**src/rtl/aq_lsu_stream_wmerge_if.sv**
```systemverilog
// Line write channel from the stream write-merge buffer to the bus: address request, data beats, response.
// Handshake: a transfer happens in a cycle where req/vld and grnt/rdy are both high; req/vld and payload hold until then.
interface aq_lsu_stream_wmerge_if #(parameter int PADDR = 40);
  logic             smg_bus_aw_req;
  logic [PADDR-1:0] smg_bus_aw_addr;
  logic             bus_smg_aw_grnt;
  logic             smg_bus_w_vld;
  logic [127:0]     smg_bus_w_data;
  logic [15:0]      smg_bus_w_strb;
  logic             smg_bus_w_last;
  logic             bus_smg_w_rdy;
  logic             bus_smg_b_vld;

  modport master (
    output smg_bus_aw_req, smg_bus_aw_addr, smg_bus_w_vld, smg_bus_w_data,
           smg_bus_w_strb, smg_bus_w_last,
    input  bus_smg_aw_grnt, bus_smg_w_rdy, bus_smg_b_vld
  );

  modport slave (
    input  smg_bus_aw_req, smg_bus_aw_addr, smg_bus_w_vld, smg_bus_w_data,
           smg_bus_w_strb, smg_bus_w_last,
    output bus_smg_aw_grnt, bus_smg_w_rdy, bus_smg_b_vld
  );
endinterface

```
**src/rtl/aq_lsu_stream_wmerge.sv**
```systemverilog
// Stream-mode store merge: non-allocating store misses are merged into one 64-byte line
// and drained as a single 4 x 128-bit write burst with byte strobes.
module aq_lsu_stream_wmerge #(
  parameter int PADDR   = 40,
  parameter int TIMEOUT = 16
) (
  input  logic                  forever_cpuclk,
  input  logic                  cpurst_b,
  input  logic                  cp0_lsu_sync_req,
  input  logic                  amr_smg_wa_dis,
  input  logic                  dc_smg_st_req,
  input  logic [PADDR-1:0]      dc_smg_st_addr,
  input  logic [63:0]           dc_smg_st_data,
  input  logic [7:0]            dc_smg_st_be,
  output logic                  smg_dc_st_grnt,
  output logic                  smg_lsu_idle,
  output logic [2:0]            smg_dbg_state,
  aq_lsu_stream_wmerge_if.master bus
);

  typedef enum logic [2:0] {
    S_IDLE  = 3'd0,
    S_MERGE = 3'd1,
    S_AW    = 3'd2,
    S_W     = 3'd3,
    S_B     = 3'd4
  } state_e;

  localparam logic [5:0] TMO_LAST = 6'(TIMEOUT - 1);

  state_e           state_q, state_d;
  logic [PADDR-7:0] line_addr_q;
  logic [511:0]     buf_q;
  logic [63:0]      mask_q, mask_d;
  logic [1:0]       beat_q, beat_d;
  logic [5:0]       tmo_q, tmo_d;

  logic             same_line;
  logic             grant;
  logic             drain;
  logic [63:0]      merge_be;
  logic [511:0]     merge_bits;
  logic [511:0]     merge_data;
  logic [63:0]      mask_merged;
  logic             aw_req, w_vld, w_last;
  logic             unused_addr_lo;

  assign unused_addr_lo = ^dc_smg_st_addr[2:0];

  assign same_line = (dc_smg_st_addr[PADDR-1:6] == line_addr_q);
  assign grant     = dc_smg_st_req & amr_smg_wa_dis & ~cp0_lsu_sync_req &
                     ((state_q == S_IDLE) | ((state_q == S_MERGE) & same_line));

  // Doubleword lanes line up with the line layout, so replicating the data places every lane.
  assign merge_data = {8{dc_smg_st_data}};

  always_comb begin
    merge_be = 64'(dc_smg_st_be) << {dc_smg_st_addr[5:3], 3'b000};
    for (int i = 0; i < 64; i++) begin
      merge_bits[i*8 +: 8] = {8{merge_be[i]}};
    end
  end

  // A fresh line starts from an empty mask; the merge of this cycle is already included.
  assign mask_merged = ((state_q == S_IDLE) ? 64'd0 : mask_q) | (grant ? merge_be : 64'd0);

  assign drain = (&mask_merged) | (dc_smg_st_req & ~same_line) | ~amr_smg_wa_dis |
                 cp0_lsu_sync_req | (tmo_q == TMO_LAST);

  always_comb begin
    state_d = state_q;
    mask_d  = mask_q;
    beat_d  = beat_q;
    tmo_d   = tmo_q;
    aw_req  = 1'b0;
    w_vld   = 1'b0;
    w_last  = 1'b0;
    if (grant) begin
      mask_d = mask_merged;
      tmo_d  = 6'd0;
    end
    case (state_q)
      S_IDLE: begin
        if (grant) state_d = S_MERGE;
      end
      S_MERGE: begin
        if (!grant) tmo_d = tmo_q + 6'd1;
        if (drain)  state_d = S_AW;
      end
      S_AW: begin
        aw_req = 1'b1;
        if (bus.bus_smg_aw_grnt) begin
          state_d = S_W;
          beat_d  = 2'd0;
        end
      end
      S_W: begin
        w_vld  = 1'b1;
        w_last = (beat_q == 2'd3);
        if (bus.bus_smg_w_rdy) begin
          beat_d = beat_q + 2'd1;
          if (beat_q == 2'd3) state_d = S_B;
        end
      end
      S_B: begin
        if (bus.bus_smg_b_vld) begin
          state_d = S_IDLE;
          mask_d  = 64'd0;
        end
      end
      default: state_d = S_IDLE;
    endcase
  end

  always_ff @(posedge forever_cpuclk or negedge cpurst_b) begin
    if (!cpurst_b) begin
      state_q <= S_IDLE;
      mask_q  <= 64'd0;
      beat_q  <= 2'd0;
      tmo_q   <= 6'd0;
    end else begin
      state_q <= state_d;
      mask_q  <= mask_d;
      beat_q  <= beat_d;
      tmo_q   <= tmo_d;
    end
  end

  // Payload storage is qualified by the byte mask, so it needs no reset.
  always_ff @(posedge forever_cpuclk) begin
    if (grant) begin
      buf_q <= (buf_q & ~merge_bits) | (merge_data & merge_bits);
      if (state_q == S_IDLE) line_addr_q <= dc_smg_st_addr[PADDR-1:6];
    end
  end

  assign smg_dc_st_grnt      = grant;
  assign smg_lsu_idle        = (state_q == S_IDLE);
  assign smg_dbg_state       = state_q;
  assign bus.smg_bus_aw_req  = aw_req;
  assign bus.smg_bus_aw_addr = {line_addr_q, 6'b000000};
  assign bus.smg_bus_w_vld   = w_vld;
  assign bus.smg_bus_w_data  = buf_q[{beat_q, 7'd0} +: 128];
  assign bus.smg_bus_w_strb  = mask_q[{beat_q, 4'd0} +: 16];
  assign bus.smg_bus_w_last  = w_last;

endmodule

```
**src/flat_wrapper.sv**
```systemverilog
// flat-port wrapper written by rule: the top's interface ports become plain ports
module aq_lsu_stream_wmerge_flat 
#(
  parameter int PADDR   = 40,
  parameter int TIMEOUT = 16
)
  (forever_cpuclk, cpurst_b, cp0_lsu_sync_req, amr_smg_wa_dis, dc_smg_st_req, dc_smg_st_addr, dc_smg_st_data, dc_smg_st_be, smg_dc_st_grnt, smg_lsu_idle, smg_dbg_state, bus_smg_bus_aw_req, bus_smg_bus_aw_addr, bus_smg_bus_w_vld, bus_smg_bus_w_data, bus_smg_bus_w_strb, bus_smg_bus_w_last, bus_bus_smg_aw_grnt, bus_bus_smg_w_rdy, bus_bus_smg_b_vld);
  aq_lsu_stream_wmerge_if #(.PADDR(PADDR)) bus_i ();
  input  logic forever_cpuclk;
  input  logic cpurst_b;
  input  logic cp0_lsu_sync_req;
  input  logic amr_smg_wa_dis;
  input  logic dc_smg_st_req;
  input  logic [PADDR-1:0] dc_smg_st_addr;
  input  logic [63:0] dc_smg_st_data;
  input  logic [7:0] dc_smg_st_be;
  output logic smg_dc_st_grnt;
  output logic smg_lsu_idle;
  output logic [2:0] smg_dbg_state;
  output wire logic [$bits(bus_i.smg_bus_aw_req)-1:0] bus_smg_bus_aw_req;
  output wire logic [$bits(bus_i.smg_bus_aw_addr)-1:0] bus_smg_bus_aw_addr;
  output wire logic [$bits(bus_i.smg_bus_w_vld)-1:0] bus_smg_bus_w_vld;
  output wire logic [$bits(bus_i.smg_bus_w_data)-1:0] bus_smg_bus_w_data;
  output wire logic [$bits(bus_i.smg_bus_w_strb)-1:0] bus_smg_bus_w_strb;
  output wire logic [$bits(bus_i.smg_bus_w_last)-1:0] bus_smg_bus_w_last;
  input wire logic [$bits(bus_i.bus_smg_aw_grnt)-1:0] bus_bus_smg_aw_grnt;
  input wire logic [$bits(bus_i.bus_smg_w_rdy)-1:0] bus_bus_smg_w_rdy;
  input wire logic [$bits(bus_i.bus_smg_b_vld)-1:0] bus_bus_smg_b_vld;
  assign bus_smg_bus_aw_req = bus_i.smg_bus_aw_req;
  assign bus_smg_bus_aw_addr = bus_i.smg_bus_aw_addr;
  assign bus_smg_bus_w_vld = bus_i.smg_bus_w_vld;
  assign bus_smg_bus_w_data = bus_i.smg_bus_w_data;
  assign bus_smg_bus_w_strb = bus_i.smg_bus_w_strb;
  assign bus_smg_bus_w_last = bus_i.smg_bus_w_last;
  assign bus_i.bus_smg_aw_grnt = bus_bus_smg_aw_grnt;
  assign bus_i.bus_smg_w_rdy = bus_bus_smg_w_rdy;
  assign bus_i.bus_smg_b_vld = bus_bus_smg_b_vld;
  aq_lsu_stream_wmerge #(.PADDR(PADDR), .TIMEOUT(TIMEOUT)) u_core (.forever_cpuclk(forever_cpuclk), .cpurst_b(cpurst_b), .cp0_lsu_sync_req(cp0_lsu_sync_req), .amr_smg_wa_dis(amr_smg_wa_dis), .dc_smg_st_req(dc_smg_st_req), .dc_smg_st_addr(dc_smg_st_addr), .dc_smg_st_data(dc_smg_st_data), .dc_smg_st_be(dc_smg_st_be), .smg_dc_st_grnt(smg_dc_st_grnt), .smg_lsu_idle(smg_lsu_idle), .smg_dbg_state(smg_dbg_state), .bus(bus_i));
endmodule
```
**config.mk**
```make
export PLATFORM = sky130hd
export DESIGN_NAME = aq_lsu_stream_wmerge_flat
export DESIGN_NICKNAME = d
export VERILOG_FILES = /design/src/rtl/aq_lsu_stream_wmerge_if.sv /design/src/rtl/aq_lsu_stream_wmerge.sv /design/src/flat_wrapper.sv
export SDC_FILE = /design/constraint.sdc
export NUM_CORES = 1
export LEC_CHECK = 0
export CORE_AREA = 2 2 236 238
export CTS_BUF_LIST = sky130_fd_sc_hd__clkbuf_4
export DETAILED_ROUTE_END_ITERATION = 10
export DIE_AREA = 0 0 238 240
export PLACE_DENSITY = 0.78
export SLEW_MARGIN = 20
export SYNTH_ARGS = -nofsm -noshare
export SYNTH_HDL_FRONTEND = slang
export SYNTH_SLANG_ARGS = --single-unit
export TNS_END_PERCENT = 20
```
**constraint.sdc**
```tcl
create_clock -name forever_cpuclk -period 4.25 [get_ports forever_cpuclk]
set_input_delay 1.0625 -clock forever_cpuclk [delete_from_list [all_inputs] [get_ports forever_cpuclk]]
set_output_delay 1.0625 -clock forever_cpuclk [all_outputs]
set_load 0.02 [all_outputs]
```
Word-level counts from Yosys, hierarchy flattened

Cells that the tools add are included.

Reduce and logical (&&, ||, !) cells: 6
$add $sub $neg: 2
Equality and inequality tests: 13
Multiplexer cells: 21
Shift-type cells: 3
Bitwise operators: 18

Operator list:

| kind                                                 | number |
|---|---|
| AND 512 bit                                          | 2 |
| inverter 512 bit                                     | 1 |
| OR 512 bit                                           | 1 |
| indexed part select 512 x 10 -> 128 bit              | 1 |
| 2-to-1 mux 64 bit                                    | 5 |
| OR 64 bit                                            | 1 |
| AND reduction 64 bit                                 | 1 |
| indexed part select 64 x 7 -> 16 bit                 | 1 |
| << shifter 8 x 6 -> 64 bit                           | 1 |
| equality test 34 bit                                 | 1 |
| 2-to-1 mux 3 bit                                     | 6 |
| 2-to-1 mux 6 bit                                     | 3 |
| case mux 3 bit (5 select lines)                      | 1 |
| adder 6 x 1 -> 6 bit (second input constant)         | 1 |
| equality test 3 x 2 -> 1 bit (second input constant) | 2 |
| equality test 6 x 4 -> 1 bit (second input constant) | 1 |
| != test 2 x 1 -> 1 bit (second input constant)       | 3 |
| != test 2 bit (second input constant)                | 3 |
| AND reduction 6 bit                                  | 1 |
| AND 1 bit                                            | 5 |
| OR 1 bit                                             | 5 |
| 2-to-1 mux 2 bit                                     | 2 |
| case mux 2 bit (2 select lines)                      | 1 |
| equality test 3 x 1 -> 1 bit (second input constant) | 1 |
| other kinds (9)                                      | 13 |

Register bits: 621
Output and inout port bits: 192
Input bits: 120
Logic and storage cells: 69

Longest topological paths before layout

Gate-level depths: netlist (run 1).

Depth in word-level cells: 13
Depth in mapped cells: 12
Depth with buffers taken out: 9

Worst setup path before layout (run 1)

OpenSTA, ideal clock, no wires.

Path kind: input to register
Start point: input cp0_lsu_sync_req
End point: register u_core.state_q[1] (netlist: u_core.smg_dbg_state[1])
Stages on the path: 10
Required time: 4184 ps
Library setup time: 66 ps
Data arrival time: 3602 ps
Path slack: 582 ps
Path buffers: 2
Path through: nand3b_1 -> or3_4 -> buf_6 -> or2_1 -> buf_6 -> a211oi_2 -> o22ai_1 -> or4_1 -> o31ai_1 -> a21o_1

Longest elaborated chain between the ends: 12
Elaborated cells on any way between the ends: 13
Classes of those cells: 2 x eq/ne; 1 x mux; 8 x bitwise; 2 x reduce/logical

RTL lines:

| item                                     | line                        | RTL |
|---|---|---|
| from (decl)                              | flat_wrapper.sv:11          | `input logic cp0_lsu_sync_req;` |
| inverter 1 bit                           | aq_lsu_stream_wmerge.sv:51  | `assign grant = dc_smg_st_req & amr_smg_wa_dis & ~cp0_lsu_sync_req &` |
| AND 1 bit (2 in a row)                   | aq_lsu_stream_wmerge.sv:51  |  |
| 2-to-1 mux 64 bit                        | aq_lsu_stream_wmerge.sv:65  | `assign mask_merged = ((state_q == S_IDLE) ? 64'd0 : mask_q) \| (grant ? merge_be : 64'd0);` |
| OR 64 bit                                | aq_lsu_stream_wmerge.sv:65  |  |
| AND reduction 64 bit                     | aq_lsu_stream_wmerge.sv:67  | `assign drain = (&mask_merged) \| (dc_smg_st_req & ~same_line) \| ~amr_smg_wa_dis \|` |
| OR 1 bit (3 in a row)                    | aq_lsu_stream_wmerge.sv:67  |  |
| OR 1 bit                                 | aq_lsu_stream_wmerge.sv:68  | `cp0_lsu_sync_req \| (tmo_q == TMO_LAST);` |
| != test 2 x 1 -> 1 bit (no source line)  | n/a                         |  |
| AND reduction 6 bit (no source line) (*) | n/a                         |  |
| to (signal assigned)                     | aq_lsu_stream_wmerge.sv:122 | `state_q <= state_d;` |
| to (decl)                                | aq_lsu_stream_wmerge.sv:31  | `state_e state_q, state_d;` |

Every way passes the cells marked *; elsewhere a longest branch is shown, timed or not.
A chain may end at the register's enable or synchronous reset.

Worst setup path after layout (run 1)

Start point: register u_core.beat_q[0]
End point: output bus_smg_bus_w_data[66]

Longest elaborated chain between the ends: 1

RTL lines:

| item                                    | line                        | RTL |
|---|---|---|
| from (decl)                             | aq_lsu_stream_wmerge.sv:35  | `logic [1:0] beat_q, beat_d;` |
| from (signal assigned)                  | aq_lsu_stream_wmerge.sv:124 | `beat_q <= beat_d;` |
| indexed part select 512 x 10 -> 128 bit | aq_lsu_stream_wmerge.sv:143 | `assign bus.smg_bus_w_data = buf_q[{beat_q, 7'd0} +: 128];` |
| to (decl)                               | flat_wrapper.sv:23          | `output wire logic [$bits(bus_i.smg_bus_w_data)-1:0] bus_smg_bus_w_data;` |

No other way between the ends.

==> summary.txt, run 1 <==
Synth
  • Cell variety after synth: slightly above 60
  • Ys flop type: edfxtp_1
  • Top-count cell post-synth: edfxtp_1
  • Synth area leaders: edfxtp_1, mux4_2, dfrtp_1
  • Cell taking the most area after synthesis: edfxtp_1
  • Post-synthesis cell area: 24,960 um^2
  • Register area share after synthesis: 73.20%
  • Yosys top cell area share: 65.68%
  • Mapped Avg Cell Area: 18.11 um^2
  • Ys Warns: 0
  • Seq cells post-synth: 621
  • Post-synthesis instance total: 1,378
  • EDFF count, synth: 546
  • Synth async-reset ratio: 12.08%
  • Most instantiated cells after synthesis: edfxtp_1, mux4_2, nor2_1

STA
  • # setup viols final: 0
  • Final-report hold violation count: 0
  • Final Skew: 0.07097 ns
  • Hold WS: 0.5574 ns
  • RSZ-0062 raised after global routing: true
  • Max Slew Vio Count: 0
  • Worst setup margin: 0.1880 ns
  • Period utilization: 95.58%
  • Slew HR: around two fifths
  • Worst Max-Slew Pin Slew: 0.8887 ns
  • Setup_tns: 0 ns
  • Final min period: between 4 and 5 ns
  • FMAX: roughly 250 MHz

Route
  • Total Wirelength: approximately 64,000 um
  • # DRC: 0
  • Vias: 15,220
  • Routed WL per cell: 23.49 um
  • Initial drt markers: 1,179
  • DR pass1 iterations: 5
  • Via density: 5.565
  • Remaining antenna violation count: 0

Status
  • Outcome: complete, no violations

Layout
  • Fillers: ~4,200
  • Area growth from synthesis to layout: 27.68%
  • Register area: 18,280 um^2
  • Post-Layout Inst Area: 31,870 um^2
  • Share of cells above drive strength 1: 27.21%
  • Fin nets: between 2,000 and 2,500
  • Area occupied by multi-input gates: around 6300 um^2

Die
  • Starting Density: approximately 46%
  • Chip width: 238 um
  • Site Rows: 86
  • Io pins: around 310
  • Die Y: 240 um
  • Die ar.: 57,120 um^2
  • Core region area: 54,660 um^2

Critical path
  • CP Class: reg -> out
  • Setup crit end kind: output port
  • Crit path max fanout: 21
  • Worst R2R End: u_core.smg_dbg_state[0]
  • Setup crit end: bus_smg_bus_w_data[66]
  • Reg2reg path depth: 12
  • Reg2Reg Setup Slack: approximately 0.96 ns
  • Arrival @ worst endpoint: around 3.0 ns
  • Reg2reg start: u_core.line_addr_q[21]
  • Critical Path Source Type: flop
  • Critical Path RT: roughly 3.2 ns
  • Crit path from: u_core.beat_q[0]

Global route
  • First-pass GRT wire length: 95,680 um
  • Largest net degree at the start of global routing: 65
  • Congestion Overflow GR: 0
  • Initial antenna violation count: 5
  • Total track usage: 22.84%
  • Vias in the first global route: 15,960

Worst hold path
  • Hold crit path type: reg -> reg
  • Hold Path Origin: u_core.mask_q[21]

Clock tree
  • Worst-path clk slew: 0.07 ns
  • # clock sinks: 621
  • Deepest clock path buffer count: 3
  • H-tree level count: 4
  • Clk Latency, worst-skew pair: 0.97 ns
  • TritonCTS buffer count: between 150 and 200
  • CTS tree: done
  • Root Buffer: clkbuf_4

Placed design
  • RD Place Congestion: 0.9481
  • Dpl ws: -0.1584 ns
  • DP Area: 29,740 um^2
  • I/O Buffers: between 300 and 400
  • Post-DP HPWL: 43,140 um

Power and ir drop
  • Worst VDD drop: 0.3075 mV
  • Power Density: 526.4 nW/um^2
  • Leakage Power: between 10 and 15 nW

Run
  • Max-Cap Viols: 0
-- through the flow --
step                cells  utilization [%]  power (W)
floorplan            1383                -   0.009876
CTS                  2729            58.23    0.01704
finish               2735            58.30    0.01678
global placement     2447            54.40    0.01190
detailed placement   2447            54.40    0.01196
global route         2734            58.30    0.01758
-- logic make-up after synthesis --
family                   count (synthesis)  share of synthesized area (%)
adder cells (fa/ha/maj)                  2                         0.1002
other                                    1                        0.01502
flip-flops                             621                          73.20
AND/OR/NAND/NOR                        313                          6.221
multiplexers                           149                          13.21
AO/OA/AOI/OAI                          166                          4.321
buffers and inverters                   88                          1.599
XOR/XNOR                                38                          1.333
-- where the power goes --
part / switching (W) / internal, W
combinational: 0.00237 / 0.00239
clock: 0.00236 / 0.00253
sequential: 0.000298 / 0.00683
-- layout make-up --
class | instances | area share, %
flip-flops and latches | 621 | 57.36
multi-input cells | 674 | 19.82
repair buffers | 443 | 13.74
clock buffers | 221 | 5.206
well taps | 704 | 2.764
clock inverters | 55 | 0.9383
inverters | 11 | 0.1296
diodes | 6 | 0.04711
-- cells in the final DEF (no fill, tap or decap), drive strengths merged, types with 5 or more instances in the layout --
| cell type | n |
|---|---|
| or3 | 5 |
| inv | 16 |
| nand4 | 35 |
| nor3 | 10 |
| o22ai | 14 |
| clkdlybuf4s50 | 276 |
| nand3 | 14 |
| diode | 6 |
| conb | 6 |
| a211oi | 7 |
| nand2 | 41 |
| nand2b | 13 |
| nor4 | 12 |
| and3 | 13 |
| a2111oi | 7 |
| dlygate4sd2 | 13 |
| clkinv | 44 |
| edfxtp | 546 |
| o21ai | 11 |
| dfrtp | 75 |
| nor2 | 131 |
| or4 | 5 |
| nor2b | 8 |
| a22oi | 6 |
| mux4 | 144 |
| and2 | 17 |
| dlymetal6s2s | 11 |
| o31ai | 5 |
| xnor2 | 35 |
| buf | 141 |
| a21oi | 86 |
| a21o | 6 |
| clkbuf | 221 |
-- metal layers --
layer	vias up	global-route usage [%]	wire, um
met5	-	0	38
met4	6	8.333	1604
met3	113	7.382	4729
met2	577	36.78	31550
met1	7792	29.23	26310
li1	6733	-	-
-- what timing repair did --
item | CTS | global route
gates resized for setup | 18 | 11
endpoints found under the setup margin | 143 | 12
hold buffers | 1 | 0
cloned | 1 | 0
buffers inserted | 4 | 0
hold endpoints to repair | 10 | 0
-- worst min path at each step --
stage,to,slack (ns),cells past startpoint
6_report,u_core.mask_q[21],0.56,2
5_1_grt,u_core.line_addr_q[2],0.57,1
4_1_cts,u_core.smg_dbg_state[2],0.53,2
3_5_place_dp,u_core.mask_q[39],0.55,2
3_3_place_gp,u_core.mask_q[39],0.53,2
2_1_floorplan,u_core.mask_q[39],0.49,2
-- worst max-delay path, stage by stage (launching register included) --
cell and delay [ns]:
dfrtp_4 0.45, buf_12 0.15, bufbuf_16 0.35, mux4_2 0.52, clkdlybuf4s50_1 0.55
(Power assumes the default switching activity.)
==> inputs of run 2 (changes only) <==
--- a/config.mk
+++ b/config.mk
@@ -5,12 +5,13 @@
 export SDC_FILE = /design/constraint.sdc
 export NUM_CORES = 1
 export LEC_CHECK = 0
+export CAP_MARGIN = 5
 export CORE_AREA = 2 2 236 238
 export CTS_BUF_LIST = sky130_fd_sc_hd__clkbuf_4
 export DETAILED_ROUTE_END_ITERATION = 10
 export DIE_AREA = 0 0 238 240
 export PLACE_DENSITY = 0.78
-export SLEW_MARGIN = 20
+export SLEW_MARGIN = 40
 export SYNTH_ARGS = -nofsm -noshare
 export SYNTH_HDL_FRONTEND = slang
 export SYNTH_SLANG_ARGS = --single-unit
==> run 2 against run 1 <==
Clock skew shrank 0.010 ns. Sequential share of layout area is essentially flat. Wire length is essentially flat. Global-route usage is the same. Utilization is essentially flat. Clock-buffer cell count is the same. Sequential power is essentially flat. Flip-flop and latch count is the same. Design area is essentially flat. First-iteration DRC count shrank 1.1%. Critical path depth is the same. Critical endpoint unchanged.
==> summary.txt, run 2 (synthesized netlist as in run 1, its figures left out) <==
Die
  • Site Rows: 86
  • Die ar.: 57,120 um^2
  • Die Y: 240 um
  • Starting Density: a little under half
  • Io pins: 312
  • Chip width: 238 um
  • Core region area: 54,660 um^2

Layout
  • Share of cells above drive strength 1: 27.26%
  • Fin nets: 2,033
  • Post-Layout Inst Area: 31,890 um^2
  • Commonest cells after routing, fill and taps aside: edfxtp_1, clkdlybuf4s50_1, clkbuf_4
  • Area growth from synthesis to layout: 27.76%
  • Fin cells: 2,735
  • Commonest non-fill, non-tap cell in the layout: edfxtp_1

STA
  • Worst Max-Slew Pin Slew: 0.6892 ns
  • Final-report hold violation count: 0
  • Final Skew: 0.06073 ns
  • Period utilization: 95.36%
  • # setup viols final: 0
  • Slew HR: a little over half
  • Final min period: 4.053 ns
  • Max Slew Vio Count: 0
  • RSZ-0062 raised after global routing: true
  • FMAX: approximately 250 MHz

Route
  • Initial drt markers: approximately 1,200
  • Via density: 5.558
  • DR pass1 iterations: 6
  • # DRC: 0
  • Routed WL per cell: between 20 and 25 um
  • Total Wirelength: 64,220 um
  • Remaining antenna violation count: 0
  • Vias: 15,200

Critical path
  • Reg2reg path depth: 10
  • Critical Path RT: 3.19 ns
  • Reg2Reg Setup Slack: just over 0.9 ns
  • CP Class: reg -> out
  • Critical Path Source Type: flop
  • Setup crit end kind: output port
  • Arrival @ worst endpoint: 2.99 ns
  • Crit path max fanout: 21

Run
  • Max-Cap Viols: 0

Power and ir drop
  • Sw power: 0.005032 W
  • Sequential Power Share: 42.5%
  • Power Density: ~530 nW/um^2
  • Net Sw Frac: between 20 and 30%
  • Worst VDD drop: 0.3065 mV
  • Clock power frac: between 20% and 30%
  • Part of the power in combinational logic: between 20% and 30%
  • P_int: ~0.012 W
  • Design Power: 0.01678 W
  • Leakage Power: around 11 nW

Clock tree
  • Worst-path clk slew: 0.07 ns
  • TritonCTS buffer count: 160
  • H-tree level count: 4
  • # clock sinks: 621
  • CTS tree: done
  • Root Buffer: clkbuf_4
  • Clk Latency, worst-skew pair: 0.96 ns
  • Deepest clock path buffer count: 3

Global route
  • Vias in the first global route: between 15,000 and 20,000
  • Largest net degree at the start of global routing: 65
  • Congestion Overflow GR: 0
  • Initial antenna violation count: 5
  • First-pass GRT wire length: 95,680 um
  • Total track usage: 22.84%

Placed design
  • Placed Cells: between 2,000 and 2,500
  • RD Place Congestion: approximately 0.95
  • DP Area: 29,740 um^2
  • Post-DP HPWL: around 43,000 um
  • I/O Buffers: 302

Worst hold path
  • Hold crit path type: reg -> reg
  • Hold path depth: 2

Status
  • Outcome: complete, no violations
==> run 2: routing by layer <==
metal / global-route usage (%) / wire length (um) / share of wire [%]
met1: 29.23 / 26190 / 41
met2: 36.78 / 31610 / 49
met3: 7.382 / 4862 / 7.6
met4: 8.333 / 1521 / 2.4
met5: 0 / 40 / 0.062
==> run 2: critical path: stages (launching register included) <==
cell             delay (ns)
dfrtp_4                0.45
buf_12                 0.15
bufbuf_16              0.35
mux4_2                 0.52
clkdlybuf4s50_1        0.55
==> run 2: power by group through the flow <==
stage	combinational [W]	sequential, W	clock, W
finish	0.00476	0.00713	0.00490
global route	0.00505	0.00713	0.00540
CTS	0.00484	0.00711	0.00508
detailed placement	0.00465	0.00731	0
global placement	0.00461	0.00730	0
floorplan	0.00277	0.00711	0
==> run 2: final cells by class <==
cell class / instances / area (um^2)
antenna: 6 / 15.01
sequential: 621 / 18280
timing repair buffer: 443 / 4393
clock buffer: 221 / 1659
tap: 704 / 880.8
clock inverter: 55 / 299.0
multi-input combinational: 674 / 6322
inverter: 11 / 41.29
fill: 4194 / 22770
==> run 2: repair_timing <==
| action | 4_1_cts | 5_1_grt |
|---|---|---|
| buffers inserted | 4 | 0 |
| hold buffers | 1 | 0 |
| cloned | 1 | 0 |
| hold endpoints to repair | 10 | 0 |
| endpoints found under the setup margin | 143 | 17 |
| resized for setup | 18 | 15 |
==> run 2: path summary, 6_finish.rpt <==
path                                   startpoint                       to
setup / recovery                 u_core.beat_q[0]   bus_smg_bus_w_data[66]
hold / removal                  u_core.mask_q[21]        u_core.mask_q[21]
setup reg to reg           u_core.line_addr_q[29]  u_core.smg_dbg_state[1]
hold reg to reg                 u_core.mask_q[21]        u_core.mask_q[21]
max in group asynchronous                cpurst_b        u_core.mask_q[18]
min in group asynchronous                cpurst_b        u_core.mask_q[49]
==> run 2: per-stage QoR <==
stage               setup TNS, ns  util (%)  worst slack, ns  hold slack, ns
finish                          0     58.34           0.1972          0.5625
global route             -0.05855     58.34        -0.009970          0.5631
CTS                             0     58.23        0.0001381          0.5290
detailed placement        -0.3821     54.40          -0.1584          0.5465
global placement          -0.3084     54.40          -0.1875          0.5312
floorplan                       0         -           0.5822          0.4916
==> inputs of run 3 (changes only) <==
--- a/config.mk
+++ b/config.mk
@@ -5,7 +5,8 @@
 export SDC_FILE = /design/constraint.sdc
 export NUM_CORES = 1
 export LEC_CHECK = 0
-export CAP_MARGIN = 5
+export ABC_CLOCK_PERIOD_IN_PS = 4250
+export CAP_MARGIN = 10
 export CORE_AREA = 2 2 236 238
 export CTS_BUF_LIST = sky130_fd_sc_hd__clkbuf_4
 export DETAILED_ROUTE_END_ITERATION = 10
==> results of run 3 <==
Same layout as run 2: the final DEF is identical, and so are final timing and power.
